--- config.mk ---
export PLATFORM = sky130hd
export DESIGN_NAME = id_ex_stage_flat
export DESIGN_NICKNAME = d
export VERILOG_FILES = /design/src/rtl/alu_pkg.sv /design/src/rtl/id_ex_stage_if.sv /design/src/rtl/id_ex_stage_fwd_mux.sv /design/src/rtl/id_ex_stage.sv /design/src/flat_wrapper.sv
export SDC_FILE = /design/constraint.sdc
export NUM_CORES = 1
export LEC_CHECK = 0
export CAP_MARGIN = 10
export CORE_MARGIN = 2
export CORE_UTILIZATION = 45
export DETAILED_ROUTE_END_ITERATION = 10
export PLACE_DENSITY = 0.95
export SYNTH_ARGS = -nofsm -noshare
export SYNTH_HDL_FRONTEND = slang
export SYNTH_HIERARCHICAL = 1
export SYNTH_SLANG_ARGS = --single-unit
--- constraint.sdc ---
create_clock -name clk_i -period 3.8 [get_ports clk_i]
set_input_delay 0.38 -clock clk_i [delete_from_list [all_inputs] [get_ports clk_i]]
set_output_delay 0.38 -clock clk_i [all_outputs]
set_load 0.05 [all_outputs]
--- src/rtl/alu_pkg.sv ---
// ALU opcode constants and the ID/EX bubble encoding.
package alu_pkg;

  typedef enum logic [3:0] {
    ALU_AND = 4'd1,
    ALU_XOR = 4'd2,
    ALU_SLL = 4'd3,
    ALU_ADD = 4'd4,
    ALU_SUB = 4'd5,
    ALU_MUL = 4'd6,
    ALU_SRA = 4'd7,
    ALU_OR  = 4'd8
  } alu_op_e;

  // Registered control bits of the ID/EX stage.
  typedef struct packed {
    logic valid;
    logic reg_write;
    logic mem_read;
    logic mem_write;
    logic mem_to_reg;
    logic alu_src;
  } id_ex_ctrl_t;

  // A bubble is an inert instruction: no side effects, and the ALU is
  // given a defined opcode so it never sees garbage.
  localparam id_ex_ctrl_t CTRL_BUBBLE   = '0;
  localparam logic [3:0]  ALU_OP_BUBBLE = ALU_ADD;

endpackage

--- src/rtl/id_ex_stage_if.sv ---
// ID/EX stage bus: ID inputs, write-back forwarding ports and EX outputs.
interface id_ex_stage_if #(
  parameter int XLEN = 32,
  parameter int RAW  = 5,
  parameter int CNTW = 16
);

  logic            stall_i;
  logic            flush_i;
  logic            valid_i;
  logic [RAW-1:0]  rs1_addr_i;
  logic [RAW-1:0]  rs2_addr_i;
  logic [RAW-1:0]  rd_addr_i;
  logic [XLEN-1:0] rs1_data_i;
  logic [XLEN-1:0] rs2_data_i;
  logic [XLEN-1:0] imm_i;
  logic [3:0]      alu_ctrl_i;
  logic            alu_src_i;
  logic            reg_write_i;
  logic            mem_read_i;
  logic            mem_write_i;
  logic            mem_to_reg_i;
  logic            exmem_reg_write_i;
  logic [RAW-1:0]  exmem_rd_i;
  logic [XLEN-1:0] exmem_data_i;
  logic            memwb_reg_write_i;
  logic [RAW-1:0]  memwb_rd_i;
  logic [XLEN-1:0] memwb_data_i;

  logic            hazard_o;
  logic [XLEN-1:0] alu_data1_o;
  logic [XLEN-1:0] alu_data2_o;
  logic [3:0]      alu_ctrl_o;
  logic [XLEN-1:0] store_data_o;
  logic [RAW-1:0]  rd_addr_o;
  logic            valid_o;
  logic            reg_write_o;
  logic            mem_read_o;
  logic            mem_write_o;
  logic            mem_to_reg_o;
  logic [CNTW-1:0] bubble_cnt_o;

  modport master (
    output stall_i, flush_i, valid_i, rs1_addr_i, rs2_addr_i, rd_addr_i,
           rs1_data_i, rs2_data_i, imm_i, alu_ctrl_i, alu_src_i,
           reg_write_i, mem_read_i, mem_write_i, mem_to_reg_i,
           exmem_reg_write_i, exmem_rd_i, exmem_data_i,
           memwb_reg_write_i, memwb_rd_i, memwb_data_i,
    input  hazard_o, alu_data1_o, alu_data2_o, alu_ctrl_o, store_data_o,
           rd_addr_o, valid_o, reg_write_o, mem_read_o, mem_write_o,
           mem_to_reg_o, bubble_cnt_o
  );

  modport slave (
    input  stall_i, flush_i, valid_i, rs1_addr_i, rs2_addr_i, rd_addr_i,
           rs1_data_i, rs2_data_i, imm_i, alu_ctrl_i, alu_src_i,
           reg_write_i, mem_read_i, mem_write_i, mem_to_reg_i,
           exmem_reg_write_i, exmem_rd_i, exmem_data_i,
           memwb_reg_write_i, memwb_rd_i, memwb_data_i,
    output hazard_o, alu_data1_o, alu_data2_o, alu_ctrl_o, store_data_o,
           rd_addr_o, valid_o, reg_write_o, mem_read_o, mem_write_o,
           mem_to_reg_o, bubble_cnt_o
  );

endinterface

--- src/rtl/id_ex_stage_fwd_mux.sv ---
// Per-source-register forwarding select: EX/MEM beats MEM/WB, x0 never forwarded.
module fwd_mux #(
  parameter int XLEN = 32,
  parameter int RAW  = 5
) (
  input  logic [RAW-1:0]  addr,
  input  logic [XLEN-1:0] reg_data,
  input  logic            exmem_reg_write,
  input  logic [RAW-1:0]  exmem_rd,
  input  logic [XLEN-1:0] exmem_data,
  input  logic            memwb_reg_write,
  input  logic [RAW-1:0]  memwb_rd,
  input  logic [XLEN-1:0] memwb_data,
  output logic [XLEN-1:0] data
);

  // Priority select of the freshest in-flight value for this register.
  always_comb begin
    data = reg_data;
    if (addr != '0) begin
      if (exmem_reg_write && (exmem_rd == addr)) begin
        data = exmem_data;
      end else if (memwb_reg_write && (memwb_rd == addr)) begin
        data = memwb_data;
      end
    end
  end

endmodule

--- src/rtl/id_ex_stage.sv ---
// ID/EX pipeline register with operand forwarding, load-use hazard
// detection and a saturating inserted-bubble counter.
module id_ex_stage
  import alu_pkg::*;
#(
  parameter int XLEN = 32,
  parameter int RAW  = 5,
  parameter int CNTW = 16
) (
  input logic          clk_i,
  input logic          rst_i,
  id_ex_stage_if.slave bus
);

  id_ex_ctrl_t     ctrl_q;
  logic [RAW-1:0]  rs1_q;
  logic [RAW-1:0]  rs2_q;
  logic [RAW-1:0]  rd_q;
  logic [XLEN-1:0] rs1_data_q;
  logic [XLEN-1:0] rs2_data_q;
  logic [XLEN-1:0] imm_q;
  logic [3:0]      alu_ctrl_q;
  logic [CNTW-1:0] bubble_cnt_q;

  logic            hazard;
  logic            load_bubble;
  logic [XLEN-1:0] rs1_fwd;
  logic [XLEN-1:0] rs2_fwd;

  // Load-use: the registered load's result is not ready for the ID
  // instruction; suppressed while frozen since nothing advances anyway.
  assign hazard = ~bus.stall_i & ctrl_q.valid & ctrl_q.mem_read & (rd_q != '0) &
                  bus.valid_i &
                  ((bus.rs1_addr_i == rd_q) | (bus.rs2_addr_i == rd_q));

  // Flush and hazard together still count as a single bubble.
  assign load_bubble = bus.flush_i | hazard;

  // Pipeline register and bubble counter update, reset > stall > bubble > load.
  always_ff @(posedge clk_i) begin
    if (rst_i) begin
      ctrl_q       <= CTRL_BUBBLE;
      rs1_q        <= '0;
      rs2_q        <= '0;
      rd_q         <= '0;
      rs1_data_q   <= '0;
      rs2_data_q   <= '0;
      imm_q        <= '0;
      alu_ctrl_q   <= ALU_OP_BUBBLE;
      bubble_cnt_q <= '0;
    end else if (!bus.stall_i) begin
      if (load_bubble) begin
        ctrl_q     <= CTRL_BUBBLE;
        rs1_q      <= '0;
        rs2_q      <= '0;
        rd_q       <= '0;
        rs1_data_q <= '0;
        rs2_data_q <= '0;
        imm_q      <= '0;
        alu_ctrl_q <= ALU_OP_BUBBLE;
        if (bubble_cnt_q != '1) begin
          bubble_cnt_q <= bubble_cnt_q + CNTW'(1);
        end
      end else begin
        ctrl_q.valid      <= bus.valid_i;
        ctrl_q.reg_write  <= bus.reg_write_i;
        ctrl_q.mem_read   <= bus.mem_read_i;
        ctrl_q.mem_write  <= bus.mem_write_i;
        ctrl_q.mem_to_reg <= bus.mem_to_reg_i;
        ctrl_q.alu_src    <= bus.alu_src_i;
        rs1_q             <= bus.rs1_addr_i;
        rs2_q             <= bus.rs2_addr_i;
        rd_q              <= bus.rd_addr_i;
        rs1_data_q        <= bus.rs1_data_i;
        rs2_data_q        <= bus.rs2_data_i;
        imm_q             <= bus.imm_i;
        alu_ctrl_q        <= bus.alu_ctrl_i;
      end
    end
  end

  fwd_mux #(.XLEN(XLEN), .RAW(RAW)) u_fwd_rs1 (
    .addr            (rs1_q),
    .reg_data        (rs1_data_q),
    .exmem_reg_write (bus.exmem_reg_write_i),
    .exmem_rd        (bus.exmem_rd_i),
    .exmem_data      (bus.exmem_data_i),
    .memwb_reg_write (bus.memwb_reg_write_i),
    .memwb_rd        (bus.memwb_rd_i),
    .memwb_data      (bus.memwb_data_i),
    .data            (rs1_fwd)
  );

  fwd_mux #(.XLEN(XLEN), .RAW(RAW)) u_fwd_rs2 (
    .addr            (rs2_q),
    .reg_data        (rs2_data_q),
    .exmem_reg_write (bus.exmem_reg_write_i),
    .exmem_rd        (bus.exmem_rd_i),
    .exmem_data      (bus.exmem_data_i),
    .memwb_reg_write (bus.memwb_reg_write_i),
    .memwb_rd        (bus.memwb_rd_i),
    .memwb_data      (bus.memwb_data_i),
    .data            (rs2_fwd)
  );

  assign bus.hazard_o     = hazard;
  assign bus.alu_data1_o  = rs1_fwd;
  assign bus.alu_data2_o  = ctrl_q.alu_src ? imm_q : rs2_fwd;
  assign bus.store_data_o = rs2_fwd;
  assign bus.alu_ctrl_o   = alu_ctrl_q;
  assign bus.rd_addr_o    = rd_q;
  assign bus.valid_o      = ctrl_q.valid;
  assign bus.reg_write_o  = ctrl_q.reg_write;
  assign bus.mem_read_o   = ctrl_q.mem_read;
  assign bus.mem_write_o  = ctrl_q.mem_write;
  assign bus.mem_to_reg_o = ctrl_q.mem_to_reg;
  assign bus.bubble_cnt_o = bubble_cnt_q;

endmodule

--- src/flat_wrapper.sv ---
// flat-port wrapper written by rule: the top's interface ports become plain ports
module id_ex_stage_flat import alu_pkg::*;
#(
  parameter int XLEN = 32,
  parameter int RAW  = 5,
  parameter int CNTW = 16
)
  (clk_i, rst_i, bus_stall_i, bus_flush_i, bus_valid_i, bus_rs1_addr_i, bus_rs2_addr_i, bus_rd_addr_i, bus_rs1_data_i, bus_rs2_data_i, bus_imm_i, bus_alu_ctrl_i, bus_alu_src_i, bus_reg_write_i, bus_mem_read_i, bus_mem_write_i, bus_mem_to_reg_i, bus_exmem_reg_write_i, bus_exmem_rd_i, bus_exmem_data_i, bus_memwb_reg_write_i, bus_memwb_rd_i, bus_memwb_data_i, bus_hazard_o, bus_alu_data1_o, bus_alu_data2_o, bus_alu_ctrl_o, bus_store_data_o, bus_rd_addr_o, bus_valid_o, bus_reg_write_o, bus_mem_read_o, bus_mem_write_o, bus_mem_to_reg_o, bus_bubble_cnt_o);
  id_ex_stage_if #(.XLEN(XLEN), .RAW(RAW), .CNTW(CNTW)) bus_i ();
  input logic clk_i;
  input logic rst_i;
  input wire logic [$bits(bus_i.stall_i)-1:0] bus_stall_i;
  input wire logic [$bits(bus_i.flush_i)-1:0] bus_flush_i;
  input wire logic [$bits(bus_i.valid_i)-1:0] bus_valid_i;
  input wire logic [$bits(bus_i.rs1_addr_i)-1:0] bus_rs1_addr_i;
  input wire logic [$bits(bus_i.rs2_addr_i)-1:0] bus_rs2_addr_i;
  input wire logic [$bits(bus_i.rd_addr_i)-1:0] bus_rd_addr_i;
  input wire logic [$bits(bus_i.rs1_data_i)-1:0] bus_rs1_data_i;
  input wire logic [$bits(bus_i.rs2_data_i)-1:0] bus_rs2_data_i;
  input wire logic [$bits(bus_i.imm_i)-1:0] bus_imm_i;
  input wire logic [$bits(bus_i.alu_ctrl_i)-1:0] bus_alu_ctrl_i;
  input wire logic [$bits(bus_i.alu_src_i)-1:0] bus_alu_src_i;
  input wire logic [$bits(bus_i.reg_write_i)-1:0] bus_reg_write_i;
  input wire logic [$bits(bus_i.mem_read_i)-1:0] bus_mem_read_i;
  input wire logic [$bits(bus_i.mem_write_i)-1:0] bus_mem_write_i;
  input wire logic [$bits(bus_i.mem_to_reg_i)-1:0] bus_mem_to_reg_i;
  input wire logic [$bits(bus_i.exmem_reg_write_i)-1:0] bus_exmem_reg_write_i;
  input wire logic [$bits(bus_i.exmem_rd_i)-1:0] bus_exmem_rd_i;
  input wire logic [$bits(bus_i.exmem_data_i)-1:0] bus_exmem_data_i;
  input wire logic [$bits(bus_i.memwb_reg_write_i)-1:0] bus_memwb_reg_write_i;
  input wire logic [$bits(bus_i.memwb_rd_i)-1:0] bus_memwb_rd_i;
  input wire logic [$bits(bus_i.memwb_data_i)-1:0] bus_memwb_data_i;
  output wire logic [$bits(bus_i.hazard_o)-1:0] bus_hazard_o;
  output wire logic [$bits(bus_i.alu_data1_o)-1:0] bus_alu_data1_o;
  output wire logic [$bits(bus_i.alu_data2_o)-1:0] bus_alu_data2_o;
  output wire logic [$bits(bus_i.alu_ctrl_o)-1:0] bus_alu_ctrl_o;
  output wire logic [$bits(bus_i.store_data_o)-1:0] bus_store_data_o;
  output wire logic [$bits(bus_i.rd_addr_o)-1:0] bus_rd_addr_o;
  output wire logic [$bits(bus_i.valid_o)-1:0] bus_valid_o;
  output wire logic [$bits(bus_i.reg_write_o)-1:0] bus_reg_write_o;
  output wire logic [$bits(bus_i.mem_read_o)-1:0] bus_mem_read_o;
  output wire logic [$bits(bus_i.mem_write_o)-1:0] bus_mem_write_o;
  output wire logic [$bits(bus_i.mem_to_reg_o)-1:0] bus_mem_to_reg_o;
  output wire logic [$bits(bus_i.bubble_cnt_o)-1:0] bus_bubble_cnt_o;
  assign bus_i.stall_i = bus_stall_i;
  assign bus_i.flush_i = bus_flush_i;
  assign bus_i.valid_i = bus_valid_i;
  assign bus_i.rs1_addr_i = bus_rs1_addr_i;
  assign bus_i.rs2_addr_i = bus_rs2_addr_i;
  assign bus_i.rd_addr_i = bus_rd_addr_i;
  assign bus_i.rs1_data_i = bus_rs1_data_i;
  assign bus_i.rs2_data_i = bus_rs2_data_i;
  assign bus_i.imm_i = bus_imm_i;
  assign bus_i.alu_ctrl_i = bus_alu_ctrl_i;
  assign bus_i.alu_src_i = bus_alu_src_i;
  assign bus_i.reg_write_i = bus_reg_write_i;
  assign bus_i.mem_read_i = bus_mem_read_i;
  assign bus_i.mem_write_i = bus_mem_write_i;
  assign bus_i.mem_to_reg_i = bus_mem_to_reg_i;
  assign bus_i.exmem_reg_write_i = bus_exmem_reg_write_i;
  assign bus_i.exmem_rd_i = bus_exmem_rd_i;
  assign bus_i.exmem_data_i = bus_exmem_data_i;
  assign bus_i.memwb_reg_write_i = bus_memwb_reg_write_i;
  assign bus_i.memwb_rd_i = bus_memwb_rd_i;
  assign bus_i.memwb_data_i = bus_memwb_data_i;
  assign bus_hazard_o = bus_i.hazard_o;
  assign bus_alu_data1_o = bus_i.alu_data1_o;
  assign bus_alu_data2_o = bus_i.alu_data2_o;
  assign bus_alu_ctrl_o = bus_i.alu_ctrl_o;
  assign bus_store_data_o = bus_i.store_data_o;
  assign bus_rd_addr_o = bus_i.rd_addr_o;
  assign bus_valid_o = bus_i.valid_o;
  assign bus_reg_write_o = bus_i.reg_write_o;
  assign bus_mem_read_o = bus_i.mem_read_o;
  assign bus_mem_write_o = bus_i.mem_write_o;
  assign bus_mem_to_reg_o = bus_i.mem_to_reg_o;
  assign bus_bubble_cnt_o = bus_i.bubble_cnt_o;
  id_ex_stage #(.XLEN(XLEN), .RAW(RAW), .CNTW(CNTW)) u_core (.clk_i(clk_i), .rst_i(rst_i), .bus(bus_i));
endmodule
Word-level counts from Yosys, hierarchy flattened
Index checks and enable logic that the tools add are counted.
Word-level totals
  register bits: 137
  output and inout port bits: 127
Operators by class
  add/sub/neg operators: 1
  eq/ne operators: 7
  multiplexer cells: 15
  bitwise logic cells: 8
  reduce and logical (&&, ||, !) cells: 8
Operators with widths (number)
  2-to-1 mux 32 bit: 10
  equality test 5 bit: 6
  adder 16 x 1 -> 16 bit (second input constant): 1
  inequality test 16 bit (second input constant): 1
  2-to-1 mux 5 bit: 3
  nonzero test 5 bit: 3
  2-to-1 mux 6 bit: 1
  bitwise AND 1 bit: 5
  logical AND 1 bit: 4
  2-to-1 mux 4 bit: 1
  AND reduction 3 bit: 1
  bitwise OR 1 bit: 2
  NOT 1 bit: 1

Longest topological paths before layout
Gate-level depths: netlist (run 1).
  word-level depth: 8
  depth in mapped cells: 8

Modules after synthesis
The synthesis (run 1) kept the hierarchy.
Modules (own cells, without submodules)
  id_ex_stage: times used 1, cells each 558, area each 5341.4 sq um, seq. area each 2742.6 sq um
  fwd_mux: times used 2, cells each 98, area each 922.1 sq um, seq. area each 0.0 sq um

Worst setup path after synthesis (run 1)
No wires, ideal clock.
  path type: input-to-output
  start: input port bus_exmem_rd_i[1]
  end: output port bus_alu_data2_o[31]
  data arrival time: 2.671 ns
  required time: 3.420 ns
  path slack: 0.749 ns
  stages: 7
  cells stage by stage: xnor2_1 nand4_1 or3_1 buf_6 a21boi_4 a2bb2oi_1 mux2_2
On the way
  cells in the longest elaborated chain, start to end: 5
RTL lines
  from (decl): RTL line flat_wrapper.sv:28  | input wire logic [$bits(bus_i.exmem_rd_i)-1:0] bus_exmem_rd_i;
  equality test 5 bit: RTL line id_ex_stage_fwd_mux.sv:21  | if (exmem_reg_write && (exmem_rd == addr)) begin
  logical AND 1 bit: RTL line id_ex_stage_fwd_mux.sv:21
  2-to-1 mux 32 bit: RTL line id_ex_stage_fwd_mux.sv:21
  2-to-1 mux 32 bit: RTL line id_ex_stage_fwd_mux.sv:20  | if (addr != '0) begin
  via bus_store_data_o[31]: RTL line flat_wrapper.sv:37  | output wire logic [$bits(bus_i.store_data_o)-1:0] bus_store_data_o;
  2-to-1 mux 32 bit: RTL line id_ex_stage.sv:108  | assign bus.alu_data2_o = ctrl_q.alu_src ? imm_q : rs2_fwd;
  to (decl): RTL line flat_wrapper.sv:35  | output wire logic [$bits(bus_i.alu_data2_o)-1:0] bus_alu_data2_o;
The timed path passes the listed nets, and every way through them passes these cells.

Final worst setup path (run 1)
  start: input port bus_exmem_rd_i[1]
  end: output port bus_alu_data2_o[2]
On the way
  cells in the longest elaborated chain, start to end: 5
RTL lines (RTL line)
  equality test 5 bit: id_ex_stage_fwd_mux.sv:21
  logical AND 1 bit: id_ex_stage_fwd_mux.sv:21
  2-to-1 mux 32 bit: id_ex_stage_fwd_mux.sv:21
  2-to-1 mux 32 bit: id_ex_stage_fwd_mux.sv:20
  2-to-1 mux 32 bit: id_ex_stage.sv:108
Every way passes these cells.

==> impl_metrics.prom, run 1 <==
# TYPE chip_impl_metric gauge
chip_impl_metric{name="die_h",unit="um"} 130
chip_impl_metric{name="clock-skew-final",unit="ns"} 0.00940
chip_impl_metric{name="fill_cells",unit=""} 968
chip_impl_info{name="status",value="finished clean"} 1
chip_impl_metric{name="totalNegativeSetupSlack",unit="ns"} 0
chip_impl_info{name="worstHoldPathType",value="reg -> reg"} 1
chip_impl_metric{name="report.final.setup_viol",unit=""} 0
chip_impl_metric{name="numCtsBuffers",unit=""} 17
chip_impl_metric{name="wl",unit="um"} 30200
chip_impl_metric{name="overflow",unit=""} 0
chip_impl_metric{name="drive_gt1_share",unit="%"} 23.9
chip_impl_metric{name="detailed_route_vias_per_instance",unit=""} 6.25
chip_impl_info{name="worstSetupEndpointType",value="output pin"} 1
chip_impl_info{name="cts.root.buffer_cell",value="sky130_fd_sc_hd__clkbuf_16"} 1
chip_impl_metric{name="fin_hold_ws",unit="ns"} 0.511
chip_impl_metric{name="power.ir.vdd_worst",unit="mV"} 0.295
chip_impl_info{name="startpoint_type",value="input pin"} 1
chip_impl_metric{name="first_global_vias",unit=""} 8088
chip_impl_metric{name="synth_cells",unit=""} 754
chip_impl_metric{name="floorplan.initialDensity",unit="%"} 45.6
chip_impl_info{name="critical_path_class",value="in -> out"} 1
chip_impl_metric{name="finalHoldViolations",unit=""} 0
chip_impl_info{name="cts_tree",value="done"} 1
chip_impl_metric{name="crit_path_time_final",unit="ns"} 3.40
chip_impl_metric{name="ys_async_sr_fraction",unit="%"} 0
chip_impl_metric{name="total_power",unit="mW"} 4.24
chip_impl_metric{name="critical_path_arrival",unit="ns"} 3.02
chip_impl_metric{name="hold_buffer_count_at_cts",unit=""} 0
chip_impl_metric{name="area.growth.synth_to_final",unit="%"} 67.7
chip_impl_metric{name="place.gp.congestion",unit=""} 0.907
chip_impl_metric{name="place.detailed.hpwl",unit="um"} 21400
chip_impl_info{name="rsz_0062_raised_after_global_routing",value="no"} 1
chip_impl_metric{name="power.density_cell_area",unit="nW/um2"} 352
chip_impl_metric{name="clock-sinks",unit=""} 137
chip_impl_metric{name="netlist_area_before_placement",unit="um2"} 7190
chip_impl_info{name="synth_flop_cell",value="sky130_fd_sc_hd__dfxtp_1"} 1
chip_impl_metric{name="grt_antenna_before_repair",unit=""} 1
chip_impl_metric{name="core.rowCount",unit=""} 46
chip_impl_metric{name="detailedRoute.firstIterationViolations",unit=""} 684
chip_impl_metric{name="synth-edff-count",unit=""} 0
chip_impl_metric{name="insertion_delay",unit="ns"} 0.42
chip_impl_metric{name="worst_setup_hold_path_clk_slew",unit="ns"} 0.05
chip_impl_metric{name="postCtsResizedCells",unit=""} 0
chip_impl_metric{name="synth.yosys.seq_area_share",unit="%"} 38.2
chip_impl_metric{name="yosysWarnings",unit=""} 6
chip_impl_metric{name="timing.fmax",unit="GHz"} 0.294
chip_impl_metric{name="postCtsSetupBuffers",unit=""} 0
chip_impl_metric{name="synth.net_count",unit=""} 956
chip_impl_metric{name="yosys.cell_types.count",unit=""} 41
chip_impl_metric{name="cap_viol_max_count",unit=""} 0
chip_impl_metric{name="worst-path-max-fanout",unit=""} 21
chip_impl_metric{name="die_area",unit="um2"} 17000
chip_impl_metric{name="clock_path_buffers",unit=""} 2
chip_impl_metric{name="cp.required",unit="ns"} 3.42
chip_impl_metric{name="gr-usage-all-layers",unit="%"} 33.8
chip_impl_metric{name="maxSlewHeadroom",unit="%"} 14.8
chip_impl_metric{name="mean_instance_size_in_the_synthesized_netlist",unit="um2"} 9.53
chip_impl_metric{name="worstMarginPinSlew",unit="ns"} 1.28
chip_impl_metric{name="fp.dieW",unit="um"} 130
chip_impl_metric{name="numPortBuffers",unit=""} 327
chip_impl_metric{name="top_level_ports",unit=""} 328
chip_impl_metric{name="dr.pass1.iters",unit=""} 6
chip_impl_metric{name="final_util",unit="%"} 76.4
chip_impl_metric{name="final_max_slew_viol_count",unit=""} 0
chip_impl_metric{name="grt_max_degree",unit=""} 111
chip_impl_metric{name="ant_nets",unit=""} 0
chip_impl_metric{name="ys_seq_elements",unit=""} 137
chip_impl_metric{name="grt_pass1_wl",unit="um"} 43700
chip_impl_metric{name="number_of_nets_in_the_finished_design",unit=""} 1241
chip_impl_metric{name="routed-via-count",unit=""} 7933
chip_impl_metric{name="final_routed_wire_length_divided_by_cell_count",unit="um"} 23.8
chip_impl_metric{name="htree_levels",unit=""} 4
chip_impl_metric{name="fp.coreArea",unit="um2"} 15800
chip_impl_metric{name="timing.final.crit_share",unit="%"} 89.4
chip_impl_metric{name="cellLeakagePower",unit="nW"} 4.46
chip_impl_metric{name="drc",unit=""} 0
## registers in the layout (all words and copies together), names as in the netlist
register / flops
u_core/bus.mem_to_reg_o: 1
u_core/rs1_q: 5
u_core/bus.alu_ctrl_o: 4
u_core/rs2_q: 5
u_core/bus.rd_addr_o: 5
u_core/bus.mem_write_o: 1
u_core/rs1_data_q: 32
u_core/imm_q: 32
u_core/rs2_data_q: 32
u_core/bus.bubble_cnt_o: 16
u_core/bus.valid_o: 1
u_core/ctrl_q: 1
u_core/bus.reg_write_o: 1
u_core/bus.mem_read_o: 1
## metrics by stage
step           std cells  worst slack (ns)  cell area (um2)
2_1_floorplan        754             0.749             7190
3_3_place_gp        1236             0.565            11500
3_5_place_dp        1236             0.494            11500
4_1_cts             1268             0.473            12000
5_1_grt             1268             0.333            12000
6_report            1270             0.402            12000
## report_power, final
| part | internal (mW) | total, mW | switching, mW |
|---|---|---|---|
| Sequential | 1.49 | 1.54 | 0.0503 |
| Clock | 0.984 | 1.61 | 0.631 |
| Combinational | 0.529 | 1.09 | 0.556 |
## area by class of cell
| cell class | instances | area, um2 | share of cell area, % |
|---|---|---|---|
| antenna | 2 | 5.00 | 0.0415 |
| clock buffer | 25 | 505 | 4.20 |
| clock inverter | 7 | 65.1 | 0.540 |
| inverter | 4 | 15.0 | 0.125 |
| multi-input combinational | 537 | 4090 | 33.9 |
| sequential | 137 | 2740 | 22.8 |
| tap | 216 | 270 | 2.24 |
| timing repair buffer | 342 | 4350 | 36.1 |
## worst max-delay path, stage by stage
cell	delay (ns)
sky130_fd_sc_hd__clkdlybuf4s50_1	0.57
sky130_fd_sc_hd__xnor2_1	0.15
sky130_fd_sc_hd__nand4_1	0.21
sky130_fd_sc_hd__or3_1	0.44
sky130_fd_sc_hd__buf_4	0.26
sky130_fd_sc_hd__o22ai_1	0.36
sky130_fd_sc_hd__a2bb2oi_2	0.15
sky130_fd_sc_hd__mux2_2	0.33
sky130_fd_sc_hd__buf_12	0.15
## path summary, 6_finish.rpt
check                                from               endpoint  slack (ns)  depth (start not counted)
setup / recovery        bus_exmem_rd_i[1]     bus_alu_data2_o[2]        0.40                          9
hold / removal      u_core/rs2_data_q[31]  u_core/rs2_data_q[31]        0.51                          2
setup reg to reg  u_core/bus.rd_addr_o[4]   u_core/rs1_data_q[7]        0.77                          6
hold reg to reg     u_core/rs2_data_q[31]  u_core/rs2_data_q[31]        0.51                          2
## logic make-up after synthesis
group                    Yosys count  share of synthesized area (%)
AO/OA/AOI/OAI                    284                           35.0
buffers and inverters             80                           5.43
adder cells (fa/ha/maj)            1                          0.174
AND/OR/NAND/NOR                  186                           11.9
flip-flops                       137                           38.2
multiplexers                      36                           5.62
XOR/XNOR                          30                           3.66
## cell usage after synthesis, types with 2 or more instances
master | number | area [um2]
sky130_fd_sc_hd__dfxtp_1 | 137 | 2740
sky130_fd_sc_hd__nor2_1 | 125 | 469
sky130_fd_sc_hd__a22oi_1 | 119 | 893
sky130_fd_sc_hd__o22ai_1 | 64 | 400
sky130_fd_sc_hd__a2bb2oi_2 | 60 | 901
sky130_fd_sc_hd__clkbuf_1 | 51 | 191
sky130_fd_sc_hd__mux2_2 | 35 | 394
sky130_fd_sc_hd__xnor2_1 | 20 | 175
sky130_fd_sc_hd__buf_2 | 15 | 75.1
sky130_fd_sc_hd__a21oi_1 | 14 | 70.1
sky130_fd_sc_hd__nand3_1 | 11 | 55.1
sky130_fd_sc_hd__o31ai_1 | 11 | 82.6
sky130_fd_sc_hd__or4_1 | 11 | 82.6
sky130_fd_sc_hd__xor2_1 | 10 | 87.6
sky130_fd_sc_hd__buf_6 | 9 | 101
sky130_fd_sc_hd__nand2_1 | 8 | 30.0
sky130_fd_sc_hd__nor3_1 | 5 | 25.0
sky130_fd_sc_hd__or3_1 | 5 | 31.3
sky130_fd_sc_hd__and3_1 | 4 | 25.0
sky130_fd_sc_hd__inv_1 | 4 | 15.0
sky130_fd_sc_hd__nand4_1 | 4 | 25.0
sky130_fd_sc_hd__nor2b_1 | 3 | 18.8
sky130_fd_sc_hd__o21ai_0 | 3 | 15.0
sky130_fd_sc_hd__a21boi_4 | 2 | 37.5
sky130_fd_sc_hd__a21oi_2 | 2 | 17.5
sky130_fd_sc_hd__a2bb2oi_1 | 2 | 17.5
sky130_fd_sc_hd__and2_0 | 2 | 12.5
sky130_fd_sc_hd__and4_1 | 2 | 17.5
sky130_fd_sc_hd__nor4_2 | 2 | 25.0
sky130_fd_sc_hd__o2bb2a_1 | 2 | 20.0
sky130_fd_sc_hd__o311ai_2 | 2 | 32.5
## layout by cell type (no fill, tap or decap), drive strengths merged
cell type / instances
nand2: 8
a21o: 1
clkinvlp: 2
clkinv: 4
nand3: 11
inv: 4
nand4: 4
and2: 3
ha: 1
nor2b: 3
o311ai: 2
a2bb2oi: 62
o21ai: 3
nand3b: 1
clkdlybuf4s50: 229
clkbuf: 25
nand4b: 1
buf: 113
a211oi: 1
o22ai: 65
nor2: 125
mux2: 35
a21oi: 16
dfxtp: 137
or3: 5
o2bb2a: 2
mux2i: 1
and4: 2
bufinv: 1
nor4: 2
xor2: 10
xnor2: 20
diode: 2
nor3b: 1
or4: 11
nor3: 5
o31ai: 11
a22oi: 119
a21boi: 2
and3: 4
## routing by layer
layer | up-vias | wire length [um] | track usage [%]
met5 | - | 0 | 0
met4 | 0 | 1870 | 21.7
met3 | 142 | 2870 | 9.51
met2 | 529 | 14900 | 58.0
met1 | 3813 | 10500 | 36.7
li1 | 3449 | - | -
(Power assumes the default switching activity.)
==> run 2, diff against run 1 <==
- MAX_ROUTING_LAYER: not set -> met4
==> run 2 against run 1 <==
Clock skew increased by 0.0020 ns. Non-clock buffer count is the same. Final cell count stayed put. Utilization did not move. Setup slack improved by 0.016 ns. Sequential power about the same. Critical path depth stayed put. First-iteration DRC count grew 13%. Total power is essentially flat. Cell area is the same. Routed wire length hardly changed. Flip-flop and latch count unchanged.
==> impl_metrics.prom, run 2 (same netlist as run 1, synthesis figures left out) <==
# TYPE chip_impl_metric gauge
chip_impl_metric{name="worst_r2r_path_depth",unit=""} 6
chip_impl_metric{name="clock_path_buffers",unit=""} 2
chip_impl_info{name="critical_path_class",value="in -> out"} 1
chip_impl_metric{name="power.density_cell_area",unit="nW/um2"} 352
chip_impl_metric{name="power.ir.vdd_worst",unit="mV"} 0.295
chip_impl_metric{name="place.gp.congestion",unit=""} 0.923
chip_impl_info{name="cts_tree",value="done"} 1
chip_impl_metric{name="wl",unit="um"} 30200
chip_impl_metric{name="timing.fmax",unit="GHz"} 0.296
chip_impl_metric{name="post-route-worst-setup-slack",unit="ns"} 0.418
chip_impl_metric{name="clock-skew-final",unit="ns"} 0.0114
chip_impl_metric{name="drc",unit=""} 0
chip_impl_metric{name="p_sw",unit="mW"} 1.24
chip_impl_metric{name="regArea",unit="um2"} 2740
chip_impl_metric{name="fp.dieW",unit="um"} 130
chip_impl_metric{name="fp.coreArea",unit="um2"} 15800
chip_impl_metric{name="clockPowerShare",unit="%"} 38.1
chip_impl_info{name="most-common-layout-cells",value="sky130_fd_sc_hd__clkdlybuf4s50_1 (229), sky130_fd_sc_hd__dfxtp_1 (136), sky130_fd_sc_hd__nor2_1 (125)"} 1
chip_impl_metric{name="sequentialPowerShare",unit="%"} 36.3
chip_impl_metric{name="cp.required",unit="ns"} 3.42
chip_impl_metric{name="critical_path_arrival",unit="ns"} 3.00
chip_impl_info{name="startpoint_type",value="input pin"} 1
chip_impl_metric{name="die_area",unit="um2"} 17000
chip_impl_metric{name="final_routed_wire_length_divided_by_cell_count",unit="um"} 23.8
chip_impl_info{name="hold-path-endpoint",value="u_core/rs2_data_q[31]"} 1
chip_impl_metric{name="totalNegativeSetupSlack",unit="ns"} 0
chip_impl_metric{name="drive_gt1_share",unit="%"} 23.9
chip_impl_info{name="crit_family",value="buffers and inverters"} 1
chip_impl_metric{name="grt_max_degree",unit=""} 111
chip_impl_metric{name="grt_antenna_before_repair",unit=""} 1
chip_impl_metric{name="finalHoldViolations",unit=""} 0
chip_impl_metric{name="htree_levels",unit=""} 4
chip_impl_metric{name="worst_setup_hold_path_clk_slew",unit="ns"} 0.05
chip_impl_info{name="worstSetupEndpointType",value="output pin"} 1
chip_impl_metric{name="fill_cells",unit=""} 968
chip_impl_metric{name="gr-usage-all-layers",unit="%"} 34.9
chip_impl_metric{name="slowest_delay",unit="ns"} 0.56
chip_impl_metric{name="numPortBuffers",unit=""} 327
chip_impl_metric{name="maxSlewHeadroom",unit="%"} 16.1
chip_impl_metric{name="numCtsBuffers",unit=""} 17
chip_impl_metric{name="area_used_by_multi_input_combinational_logic",unit="um2"} 4090
chip_impl_info{name="timing.hold.worst.start",value="u_core/rs2_data_q[31]"} 1
chip_impl_metric{name="core.rowCount",unit=""} 46
chip_impl_metric{name="grt_pass1_wl",unit="um"} 43700
chip_impl_info{name="worst_path_max_delay_cell",value="sky130_fd_sc_hd__clkdlybuf4s50_1"} 1
chip_impl_metric{name="detailed_route_vias_per_instance",unit=""} 6.25
chip_impl_metric{name="cellLeakagePower",unit="nW"} 4.46
chip_impl_metric{name="die_h",unit="um"} 130
chip_impl_metric{name="worstSetupPathDepth",unit=""} 9
chip_impl_info{name="largest_registers",value="u_core/imm_q x32, u_core/rs1_data_q x32, u_core/rs2_data_q x32"} 1
chip_impl_metric{name="area.growth.synth_to_final",unit="%"} 67.7
chip_impl_metric{name="insertion_delay",unit="ns"} 0.42
chip_impl_metric{name="report.final.setup_viol",unit=""} 0
chip_impl_metric{name="postCtsSetupBuffers",unit=""} 0
chip_impl_metric{name="place.detailed.hpwl",unit="um"} 21400
chip_impl_info{name="r2r-end",value="u_core/rs1_data_q[7]"} 1
chip_impl_metric{name="worstHoldPathCells",unit=""} 2
chip_impl_metric{name="worstMarginPinSlew",unit="ns"} 1.26
chip_impl_metric{name="cap_viol_max_count",unit=""} 0
chip_impl_metric{name="timing.final.crit_share",unit="%"} 89.0
chip_impl_metric{name="worstPathBufferInverterCount",unit=""} 3
chip_impl_metric{name="final_max_slew_viol_count",unit=""} 0
chip_impl_metric{name="overflow",unit=""} 0
chip_impl_metric{name="p_sw_share",unit="%"} 29.3
chip_impl_metric{name="top_level_ports",unit=""} 328
chip_impl_metric{name="reg2reg_setup_slack",unit="ns"} 0.80
chip_impl_info{name="status",value="finished clean"} 1
chip_impl_metric{name="dr.pass1.iters",unit=""} 5
chip_impl_metric{name="crit_path_time_final",unit="ns"} 3.38
chip_impl_metric{name="first_global_vias",unit=""} 8092
chip_impl_info{name="timing.rr.start",value="u_core/bus.rd_addr_o[4]"} 1
chip_impl_metric{name="clock-sinks",unit=""} 137
chip_impl_metric{name="combPwrFrac",unit="%"} 25.6
chip_impl_info{name="worstHoldPathType",value="reg -> reg"} 1
chip_impl_metric{name="number_of_nets_in_the_finished_design",unit=""} 1241
chip_impl_metric{name="internal_power",unit="mW"} 3.00
chip_impl_info{name="cts.root.buffer_cell",value="sky130_fd_sc_hd__clkbuf_16"} 1
chip_impl_metric{name="routed-via-count",unit=""} 7936
chip_impl_metric{name="ant_nets",unit=""} 0
chip_impl_metric{name="worst-path-max-fanout",unit=""} 21
chip_impl_info{name="crit_path_cell_trace",value="clkdlybuf4s50_1 > xnor2_1 > nand4_1 > or3_1 > buf_4 > o22ai_1 > a2bb2oi_2 > mux2_2 > buf_12"} 1
chip_impl_metric{name="hold_buffer_count_at_cts",unit=""} 0
chip_impl_metric{name="detailedRoute.firstIterationViolations",unit=""} 773
chip_impl_info{name="rsz_0062_raised_after_global_routing",value="no"} 1
chip_impl_metric{name="floorplan.initialDensity",unit="%"} 45.6
chip_impl_metric{name="post-place-ws",unit="ns"} 0.494
chip_impl_info{name="layout_commonest_cell",value="sky130_fd_sc_hd__clkdlybuf4s50_1"} 1
chip_impl_metric{name="postCtsResizedCells",unit=""} 0
## run 2: cell counts in the layout (fill, tap and decap cells not counted)
No cell type changed its count.
## run 2: worst max-delay path by stage
stage	slack, ns	end	from
after floorplan	0.75	bus_alu_data2_o[31]	bus_exmem_rd_i[1]
after global placement	0.56	bus_alu_data2_o[2]	bus_exmem_rd_i[1]
after detailed placement	0.49	bus_alu_data2_o[18]	bus_exmem_rd_i[1]
after CTS	0.47	bus_alu_data2_o[18]	bus_exmem_rd_i[1]
after global routing	0.33	bus_alu_data2_o[2]	bus_exmem_rd_i[1]
final	0.42	bus_alu_data2_o[1]	bus_exmem_rd_i[1]
## run 2: stage by stage
step           power [mW]  std cells  hold WS, ns  util (%)  cell area, um2
3_3_place_gp         2.61       1236        0.470      72.8           11500
6_report             4.24       1270        0.510      76.4           12000
2_1_floorplan        2.06        754        0.475         -            7190
5_1_grt              4.35       1269        0.527      76.4           12000
4_1_cts              4.24       1268        0.511      76.4           12000
3_5_place_dp         2.64       1236        0.499      72.8           11500
## run 2: worst register-to-register path, stage by stage (launching register included)
cell                       delay (ns)
sky130_fd_sc_hd__dfxtp_1         0.38
sky130_fd_sc_hd__nor3_1          0.32
sky130_fd_sc_hd__a21oi_2         0.16
sky130_fd_sc_hd__a211oi_4        0.50
sky130_fd_sc_hd__buf_4           1.03
sky130_fd_sc_hd__a22oi_1         0.27
sky130_fd_sc_hd__nor2_1          0.25
## run 2: cell type report
| class | instances | share of cell area (%) |
|---|---|---|
| repair buffers | 342 | 36.1 |
| multi-input cells | 537 | 33.9 |
| inverters | 4 | 0.125 |
| flip-flops and latches | 137 | 22.8 |
| clock inverters | 7 | 0.540 |
| well taps | 216 | 2.24 |
| clock buffers | 25 | 4.20 |
| diodes | 2 | 0.0415 |
## run 2: per-layer routing
layer  routed length, um  track usage (%)  share of wire, %
met5                   0                -                 0
met4                1900             22.2               6.3
met2               14800             57.7                49
met3                2750             8.61               9.1
met1               10800             37.4                36
## run 2: power by group through the flow
| stage | Sequential, mW | Clock (mW) | Combinational [mW] |
|---|---|---|---|
| after global placement | 1.56 | 0 | 1.05 |
| after global routing | 1.54 | 1.68 | 1.12 |
| after CTS | 1.54 | 1.62 | 1.08 |
| after floorplan | 1.57 | 0 | 0.491 |
| after detailed placement | 1.57 | 0 | 1.07 |
| final | 1.54 | 1.62 | 1.09 |
==> run 3, diff against run 2 <==
- CAP_MARGIN: 10 -> 25
==> run 3 against run 2 <==
Routed wire length is 1.7% higher. Count of clock-buffer cells in the layout is the same. Sequential share of layout area decreased by 0.21 points. Die area unchanged. Total power up 5.4%. Clock skew fell by 0.0010 ns.
==> impl_metrics.prom, run 3 (same netlist as run 1, synthesis figures left out) <==
# TYPE chip_impl_metric gauge
chip_impl_info{name="status",value="finished clean"} 1
chip_impl_metric{name="die_area",unit="um2"} 17000
chip_impl_metric{name="ant_nets",unit=""} 0
chip_impl_metric{name="final_routed_wire_length_divided_by_cell_count",unit="um"} 24.1
chip_impl_info{name="most-common-layout-cells",value="sky130_fd_sc_hd__clkdlybuf4s50_1 (229), sky130_fd_sc_hd__dfxtp_1 (136), sky130_fd_sc_hd__nor2_1 (125)"} 1
chip_impl_metric{name="fill_cells",unit=""} 966
chip_impl_metric{name="dr.pass1.iters",unit=""} 7
chip_impl_metric{name="gr-usage-all-layers",unit="%"} 35.7
chip_impl_metric{name="place.detailed.hpwl",unit="um"} 21600
chip_impl_metric{name="fp.coreArea",unit="um2"} 15800
chip_impl_metric{name="clock_path_buffers",unit=""} 2
chip_impl_metric{name="worstMarginPinSlew",unit="ns"} 1.06
chip_impl_metric{name="first_global_vias",unit=""} 8302
chip_impl_metric{name="htree_levels",unit=""} 4
chip_impl_metric{name="detailed_route_vias_per_instance",unit=""} 6.26
chip_impl_metric{name="area.growth.synth_to_final",unit="%"} 69.2
chip_impl_info{name="largest_registers",value="u_core/imm_q x32, u_core/rs1_data_q x32, u_core/rs2_data_q x32"} 1
chip_impl_metric{name="grt_pass1_wl",unit="um"} 45000
chip_impl_metric{name="power.ir.vdd_worst",unit="mV"} 0.280
chip_impl_info{name="cts_tree",value="done"} 1
chip_impl_metric{name="regArea",unit="um2"} 2740
chip_impl_metric{name="place.gp.congestion",unit=""} 0.923
chip_impl_metric{name="final_max_slew_viol_count",unit=""} 0
chip_impl_metric{name="sequentialPowerShare",unit="%"} 34.4
chip_impl_info{name="worstHoldPathType",value="reg -> reg"} 1
chip_impl_metric{name="timing.final.crit_share",unit="%"} 89.2
chip_impl_metric{name="maxSlewHeadroom",unit="%"} 29.4
chip_impl_metric{name="p_sw",unit="mW"} 1.23
chip_impl_metric{name="grt_antenna_before_repair",unit=""} 1
chip_impl_info{name="cts.root.buffer_cell",value="sky130_fd_sc_hd__clkbuf_16"} 1
chip_impl_metric{name="cp.required",unit="ns"} 3.42
chip_impl_metric{name="number_of_nets_in_the_finished_design",unit=""} 1242
chip_impl_metric{name="cap_viol_max_count",unit=""} 0
chip_impl_metric{name="crit_path_time_final",unit="ns"} 3.39
chip_impl_metric{name="hold_buffer_count_at_cts",unit=""} 0
chip_impl_metric{name="top_level_ports",unit=""} 328
chip_impl_metric{name="timing.fmax",unit="GHz"} 0.295
chip_impl_info{name="layout_commonest_cell",value="sky130_fd_sc_hd__clkdlybuf4s50_1"} 1
chip_impl_metric{name="numPortBuffers",unit=""} 327
chip_impl_metric{name="floorplan.initialDensity",unit="%"} 45.6
chip_impl_metric{name="p_sw_share",unit="%"} 27.6
chip_impl_metric{name="internal_power",unit="mW"} 3.24
chip_impl_metric{name="combPwrFrac",unit="%"} 24.4
chip_impl_metric{name="postCtsResizedCells",unit=""} 0
chip_impl_metric{name="finalHoldViolations",unit=""} 0
chip_impl_metric{name="cellLeakagePower",unit="nW"} 4.50
chip_impl_info{name="startpoint_type",value="input pin"} 1
chip_impl_metric{name="final_util",unit="%"} 77.1
chip_impl_metric{name="fp.dieW",unit="um"} 130
chip_impl_metric{name="worst_setup_hold_path_clk_slew",unit="ns"} 0.05
chip_impl_metric{name="insertion_delay",unit="ns"} 0.42
chip_impl_metric{name="drive_gt1_share",unit="%"} 23.7
chip_impl_metric{name="routed-via-count",unit=""} 7966
chip_impl_metric{name="numCtsBuffers",unit=""} 17
chip_impl_metric{name="totalNegativeSetupSlack",unit="ns"} 0
chip_impl_metric{name="grt_max_degree",unit=""} 101
chip_impl_metric{name="postCtsSetupBuffers",unit=""} 0
chip_impl_info{name="critical_path_class",value="in -> out"} 1
chip_impl_info{name="rsz_0062_raised_after_global_routing",value="no"} 1
chip_impl_metric{name="overflow",unit=""} 0
chip_impl_metric{name="core.rowCount",unit=""} 46
chip_impl_metric{name="report.final.setup_viol",unit=""} 0
chip_impl_metric{name="clock-sinks",unit=""} 137
chip_impl_metric{name="clockPowerShare",unit="%"} 41.2
chip_impl_metric{name="area_used_by_multi_input_combinational_logic",unit="um2"} 4090
chip_impl_info{name="worstSetupEndpointType",value="output pin"} 1
chip_impl_metric{name="wl",unit="um"} 30700
chip_impl_metric{name="power.density_cell_area",unit="nW/um2"} 368
chip_impl_metric{name="clock-skew-final",unit="ns"} 0.0104
chip_impl_metric{name="detailedRoute.firstIterationViolations",unit=""} 716
chip_impl_metric{name="die_h",unit="um"} 130
chip_impl_metric{name="drc",unit=""} 0
chip_impl_metric{name="worst-path-max-fanout",unit=""} 21
chip_impl_metric{name="critical_path_arrival",unit="ns"} 3.01
[run 3: cell count changes in the layout (fill, tap and decap cells not counted), sizes merged]
| cell | before | now |
|---|---|---|
| bufinv | 1 | 5 |
| clkinv | 4 | 1 |
| clkinvlp | 2 | 1 |
| buf | 113 | 114 |
| diode | 2 | 4 |
[run 3: power groups by stage]
stage	registers, mW	clock network [mW]	logic (mW)
after floorplan	1.57	0	0.491
after global placement	1.56	0	1.05
after detailed placement	1.57	0	1.07
after CTS	1.54	1.84	1.08
after global routing	1.54	1.91	1.13
final	1.54	1.84	1.09
[run 3: final timing paths]
kind,end,start,slack (ns),cells past startpoint
setup / recovery,bus_alu_data2_o[2],bus_exmem_rd_i[1],0.41,9
hold / removal,u_core/rs2_data_q[31],u_core/rs2_data_q[31],0.51,2
setup reg to reg,u_core/rs1_data_q[7],u_core/bus.rd_addr_o[1],1.09,8
hold reg to reg,u_core/rs2_data_q[31],u_core/rs2_data_q[31],0.51,2
[run 3: through the flow]
| stage | hold slack [ns] | cells | cell area (um2) | setup slack (ns) | total power [mW] |
|---|---|---|---|---|---|
| 2_1_floorplan | 0.475 | 754 | 7190 | 0.749 | 2.06 |
| 3_3_place_gp | 0.470 | 1236 | 11500 | 0.565 | 2.61 |
| 3_5_place_dp | 0.499 | 1237 | 11500 | 0.497 | 2.64 |
| 4_1_cts | 0.511 | 1269 | 12100 | 0.454 | 4.46 |
| 5_1_grt | 0.531 | 1270 | 12200 | 0.360 | 4.59 |
| 6_report | 0.510 | 1273 | 12200 | 0.409 | 4.47 |
[run 3: layout make-up]
class / count / area share (%)
multi-input combinational: 537 / 33.6
sequential: 137 / 22.6
clock inverter: 7 / 1.34
timing repair buffer: 343 / 36.0
tap: 216 / 2.22
antenna: 4 / 0.0823
inverter: 4 / 0.123
clock buffer: 25 / 3.99
[run 3: per-layer routing]
metal | up-vias | global-route usage (%) | part of all wire [%]
li1 | 3445 | - | -
met3 | 152 | 8.82 | 9.5
met2 | 530 | 60.0 | 50
met5 | - | - | 0
met1 | 3839 | 38.4 | 35
met4 | 0 | 20.8 | 5.5
[run 3: critical path: stages]
cell	delay, ns
sky130_fd_sc_hd__clkdlybuf4s50_1	0.56
sky130_fd_sc_hd__xnor2_1	0.15
sky130_fd_sc_hd__nand4_1	0.21
sky130_fd_sc_hd__or3_1	0.45
sky130_fd_sc_hd__buf_4	0.27
sky130_fd_sc_hd__o22ai_1	0.35
sky130_fd_sc_hd__a2bb2oi_2	0.14
sky130_fd_sc_hd__mux2_2	0.33
sky130_fd_sc_hd__buf_12	0.15
